**config.mk**
```make
export PLATFORM = sky130hd
export DESIGN_NAME = alu_share_arbiter
export DESIGN_NICKNAME = d
export VERILOG_FILES = /design/src/rtl/alu_share_arbiter.sv
export SDC_FILE = /design/constraint.sdc
export NUM_CORES = 1
export LEC_CHECK = 0
export BUFFER_PORTS_ARGS = -buffer_cell sky130_fd_sc_hd__buf_2
export CAP_MARGIN = 20
export CORE_UTILIZATION = 44
export DETAILED_ROUTE_END_ITERATION = 8
export PLACE_DENSITY = 0.76
export SLEW_MARGIN = 20
export SYNTH_ARGS = -nofsm -noshare
export SYNTH_HDL_FRONTEND = slang
export SYNTH_SLANG_ARGS = --single-unit
```
**constraint.sdc**
```tcl
create_clock -name clk -period 4.3 [get_ports clk]
set_clock_uncertainty 0.2 [all_clocks]
set_input_delay 0 -clock clk [delete_from_list [all_inputs] [get_ports clk]]
set_output_delay 0 -clock clk [all_outputs]
set_load 0.02 [all_outputs]
```
**src/rtl/alu_share_arbiter.sv**
```systemverilog
// Round-robin arbiter that shares one external combinational ALU between two requesters.
// Accepts an op in IDLE, drives the ALU from registers in EXEC, and holds the response in RESP.
module alu_share_arbiter #(
  parameter int WIDTH = 32
) (
  input  logic             clk,
  input  logic             reset,
  input  logic             req0_valid,
  output logic             req0_ready,
  input  logic [WIDTH-1:0] req0_a,
  input  logic [WIDTH-1:0] req0_b,
  input  logic [1:0]       req0_ctrl,
  output logic             rsp0_valid,
  input  logic             rsp0_ready,
  input  logic             req1_valid,
  output logic             req1_ready,
  input  logic [WIDTH-1:0] req1_a,
  input  logic [WIDTH-1:0] req1_b,
  input  logic [1:0]       req1_ctrl,
  output logic             rsp1_valid,
  input  logic             rsp1_ready,
  output logic [WIDTH-1:0] rsp_result,
  output logic [3:0]       rsp_flags,
  output logic [WIDTH-1:0] alu_a,
  output logic [WIDTH-1:0] alu_b,
  output logic [1:0]       alu_ctrl,
  input  logic [WIDTH-1:0] alu_result,
  input  logic [3:0]       alu_flags,
  output logic             busy
);

  typedef enum logic [1:0] {IDLE, EXEC, RESP} state_e;

  state_e           state_q, state_d;
  logic             owner_q, owner_d;
  logic             last_grant_q, last_grant_d;
  logic [WIDTH-1:0] alu_a_q, alu_a_d;
  logic [WIDTH-1:0] alu_b_q, alu_b_d;
  logic [1:0]       alu_ctrl_q, alu_ctrl_d;
  logic [WIDTH-1:0] rsp_result_q, rsp_result_d;
  logic [3:0]       rsp_flags_q, rsp_flags_d;
  logic             rsp0_valid_q, rsp0_valid_d;
  logic             rsp1_valid_q, rsp1_valid_d;

  logic gnt0, gnt1, rsp_done;

  // On contention the requester that did not win last time gets the ALU.
  assign gnt0     = req0_valid && (!req1_valid || last_grant_q);
  assign gnt1     = req1_valid && (!req0_valid || !last_grant_q);
  assign rsp_done = owner_q ? rsp1_ready : rsp0_ready;

  always_comb begin
    // NOTE: every _d gets a hold default first so no path through the case infers a latch.
    state_d      = state_q;
    owner_d      = owner_q;
    last_grant_d = last_grant_q;
    alu_a_d      = alu_a_q;
    alu_b_d      = alu_b_q;
    alu_ctrl_d   = alu_ctrl_q;
    rsp_result_d = rsp_result_q;
    rsp_flags_d  = rsp_flags_q;
    rsp0_valid_d = rsp0_valid_q;
    rsp1_valid_d = rsp1_valid_q;
    case (state_q)
      IDLE: begin
        if (gnt0 || gnt1) begin
          owner_d      = gnt1;
          last_grant_d = gnt1;
          alu_a_d      = gnt1 ? req1_a    : req0_a;
          alu_b_d      = gnt1 ? req1_b    : req0_b;
          alu_ctrl_d   = gnt1 ? req1_ctrl : req0_ctrl;
          state_d      = EXEC;
        end
      end
      EXEC: begin
        rsp_result_d = alu_result;
        rsp_flags_d  = alu_flags;
        rsp0_valid_d = !owner_q;
        rsp1_valid_d = owner_q;
        state_d      = RESP;
      end
      RESP: begin
        if (rsp_done) begin
          rsp0_valid_d = 1'b0;
          rsp1_valid_d = 1'b0;
          state_d      = IDLE;
        end
      end
      default: state_d = IDLE;
    endcase
  end

  // NOTE: sequential state uses non-blocking assignments so all flops update from pre-edge values.
  always_ff @(posedge clk or posedge reset) begin
    if (reset) begin
      state_q      <= IDLE;
      owner_q      <= 1'b0;
      last_grant_q <= 1'b1;
      alu_a_q      <= '0;
      alu_b_q      <= '0;
      alu_ctrl_q   <= '0;
      rsp_result_q <= '0;
      rsp_flags_q  <= '0;
      rsp0_valid_q <= 1'b0;
      rsp1_valid_q <= 1'b0;
    end else begin
      state_q      <= state_d;
      owner_q      <= owner_d;
      last_grant_q <= last_grant_d;
      alu_a_q      <= alu_a_d;
      alu_b_q      <= alu_b_d;
      alu_ctrl_q   <= alu_ctrl_d;
      rsp_result_q <= rsp_result_d;
      rsp_flags_q  <= rsp_flags_d;
      rsp0_valid_q <= rsp0_valid_d;
      rsp1_valid_q <= rsp1_valid_d;
    end
  end

  assign req0_ready = (state_q == IDLE) && gnt0;
  assign req1_ready = (state_q == IDLE) && gnt1;
  assign rsp0_valid = rsp0_valid_q;
  assign rsp1_valid = rsp1_valid_q;
  assign rsp_result = rsp_result_q;
  assign rsp_flags  = rsp_flags_q;
  assign alu_a      = alu_a_q;
  assign alu_b      = alu_b_q;
  assign alu_ctrl   = alu_ctrl_q;
  assign busy       = (state_q != IDLE);

endmodule
```
==> run_results.csv <==
group,metric,value,unit
power_and_ir_drop,p_sw,2.60,mW
placement,pre_cts_ws,2080,ps
layout,diodes,0,
timing,hold_ws,142,ps
run,max_cap_violations,0,
timing,setup_ws,1420,ps
power_and_ir_drop,seqPwrFrac,0.312,
timing,rsz0062_at_grt,"no",
cts,cts_buffers,9,
worst_setup_path,crit_chain,"a21boi_4, buf_4, nand2_1, a31oi_2, dlygate4sd3_1",
cts,post_cts_buffers,0,
detailed_routing,wl_per_cell,16.7,um
detailed_routing,firstDrtPassIters,6,
logic_synthesis,ys_warn_count,0,
timing,timing.fmax,347,MHz
timing,fin_setup_tns,0,ps
status,status,"completed",
worst_setup_path,reg2reg_depth,5,
timing,slew_violations,0,
floorplan,rows,38,
power_and_ir_drop,swShare,0.438,
power_and_ir_drop,clkPwrFrac,0.116,
logic_synthesis,netlist_top_cells_count,"243 x nand2_1, 107 x dfrtp_1, 70 x a21oi_1",
worst_setup_path,worst-path-buf-inv,2,
floorplan,io-pin-count,281,
logic_synthesis,synthArstFlopShare,1.00,
logic_synthesis,syn_avg_cell_area,8.90,um^2
worst_setup_path,required,4400,ps
logic_synthesis,synth_top_area_cell,"dfrtp_1",
global_route,antenna_found_initial,0,
timing,period_needed,2880,ps
layout,drive_above_1_share,0.344,
floorplan,coreArea,10900,um^2
cts,cts_buffer_depth,2,
logic_synthesis,ys_seq_area_frac,0.547,
worst_setup_path,cp_slowest_cell,"a21boi_4",
hold_path,min_path_type,"in -> async",
power_and_ir_drop,p_per_area,714,nW/um^2
timing,final.period_utilization,0.670,
worst_setup_path,critPathKind,"reg -> reg",
cts,tritoncts,"yes",
layout,final_net_count,1157,
power_and_ir_drop,total_leakage_power,4.08,nW
floorplan,dieArea,11700,um^2
timing,relSlewSlack,0.360,
detailed_routing,antenna_left,0,
logic_synthesis,synth_cell_types,26,
logic_synthesis,synth-seq-cells,108,
timing,finalSetupViolations,0,
floorplan,initial_core_util,0.454,
logic_synthesis,syn_area,4940,um^2
layout,area_delta_synth_final,68.6,%
global_route,grt_pass1_vias,5971,
timing,finalHoldViolations,0,
worst_setup_path,end_kind,"flop",
placement,port-buffer-count,280,
power_and_ir_drop,peakVddDrop,0.000535,V
placement,placed_cells,937,
worst_setup_path,slowest_delay,760,ps
worst_setup_path,cp.depth,5,
cts,clk_pin_slew,100,ps
global_route,grt_max_degree,72,
layout,final_cell_area,8330,um^2
global_route,grt_pass1_wl,29100,um
placement,placed_cell_area,6360,um^2
global_route,grt_overflow_total,0,
placement,hpwlAfterDp,9760,um
logic_synthesis,yosys-top-cells-area,"dfrtp_1 54%, nand2_1 18%, a31oi_2 7.6%",
logic_synthesis,yosysMostFrequentCell,"nand2_1",
timing,worst_pin_slew,958,ps
placement,gp_congestion,0.790,
power_and_ir_drop,p_comb_frac,0.573,
worst_setup_path,path_delay_family,"buffers and inverters",
floorplan,die_x,108,um
logic_synthesis,synth_edf_count,0,
worst_setup_path,cp-start-kind,"flop",
detailed_routing,vias,5993,
logic_synthesis,ys.flop_type,"dfrtp_1",
detailed_routing,wirelength,18900,um
global_route,grt_util_all_layers,0.323,
logic_synthesis,synth_top_area_share,0.542,
logic_synthesis,syn_inst,555,
layout,fin_cells,1128,
cts,clock-sinks,108,
cts,clock_latency,360,ps
detailed_routing,drc,0,
detailed_routing,via_per_inst,5.31,
logic_synthesis,syn_nets,729,
floorplan,fp.dieH,108,um
worst_setup_path,arrival,2980,ps
cts,htree_levels,3,
worst_setup_path,crit_fanout,34,
detailed_routing,drt_iter0_markers,502,
cts,cts_root_buf,"clkbuf_8",
power_and_ir_drop,p_int,3.34,mW
[state kept, by name (all words and copies together), names as in the netlist]
name,count
alu_a,32
alu_b,32
alu_ctrl,2
last_grant_q,1
owner_q,1
rsp0_valid,1
rsp1_valid,1
rsp_flags,4
rsp_result,32
state_q,2
[power groups by stage]
stage	clock network [mW]	registers [mW]	logic, mW
2_1_floorplan	0	2.42	1.20
3_3_place_gp	0	1.82	2.56
3_5_place_dp	0	1.84	2.63
4_1_cts	0.697	1.82	3.30
5_1_grt	0.743	1.90	3.66
6_report	0.688	1.85	3.41
[worst min-delay path: cells and delay by family]
family | cells | cell delay [ps]
buf+inv | 3 | 1240
[cells in the final DEF (no fill, tap or decap), drive strengths merged, types with 2 or more instances in the layout]
cell type,netlist,layout
nand2b,2,2
dlygate4sd3,0,175
nor2,3,3
nor2b,3,3
clkbuf,29,12
inv,3,3
a31oi,66,66
dfrtp,107,107
a21oi,70,70
bufinv,0,2
o21ai,2,2
a21bo,2,2
nand2,243,243
buf,16,287
[worst paths after layout]
| check | from | endpoint | slack, ps |
|---|---|---|---|
| min in group clk | alu_result[14] | rsp_result[14] | 160 |
| worst max register to register | last_grant_q | alu_b[20] | 1420 |
| max in group asynchronous | reset | alu_a[7] | 2640 |
| worst min register to register | rsp_flags[2] | rsp_flags[2] | 280 |
| worst max-delay path | last_grant_q | alu_b[20] | 1420 |
| worst min-delay path | reset | alu_a[8] | 140 |
[layout make-up]
type	count	area, um^2
Clock buffer	12	145
Clock inverter	4	72.6
Fill cell	651	2550
Inverter	3	13.8
Multi-Input combinational cell	399	2020
Sequential cell	108	2700
Tap cell	140	175
Timing Repair Buffer	462	3210
[timing repair]
item / 4_1_cts / 5_1_grt
resized for setup: 0 / 0
hold buffers: 175 / 0
hold endpoints to repair: 171 / 0
[metal layers]
metal	GRT usage	vias up	routed length (um)
met5	0	-	0
met3	0.0820	71	1680
met1	0.370	2848	6980
li1	-	2700	-
met4	0.141	0	729
met2	0.566	374	9470
[per-stage QoR]
step	util	total power [mW]
after floorplan	-	3.62
after global placement	0.585	4.38
after detailed placement	0.585	4.47
after CTS	0.765	5.82
after global routing	0.765	6.31
final	0.765	5.95
[logic make-up (layout without fill, tap and decap cells)]
group / count (synthesis) / in the layout / synth area share
compound gates: 144 / 144 / 0.206
buf+inv: 48 / 481 / 0.0476
flops: 108 / 108 / 0.547
simple gates: 255 / 255 / 0.199
Note: power is estimated with default switching activity, not from simulation.
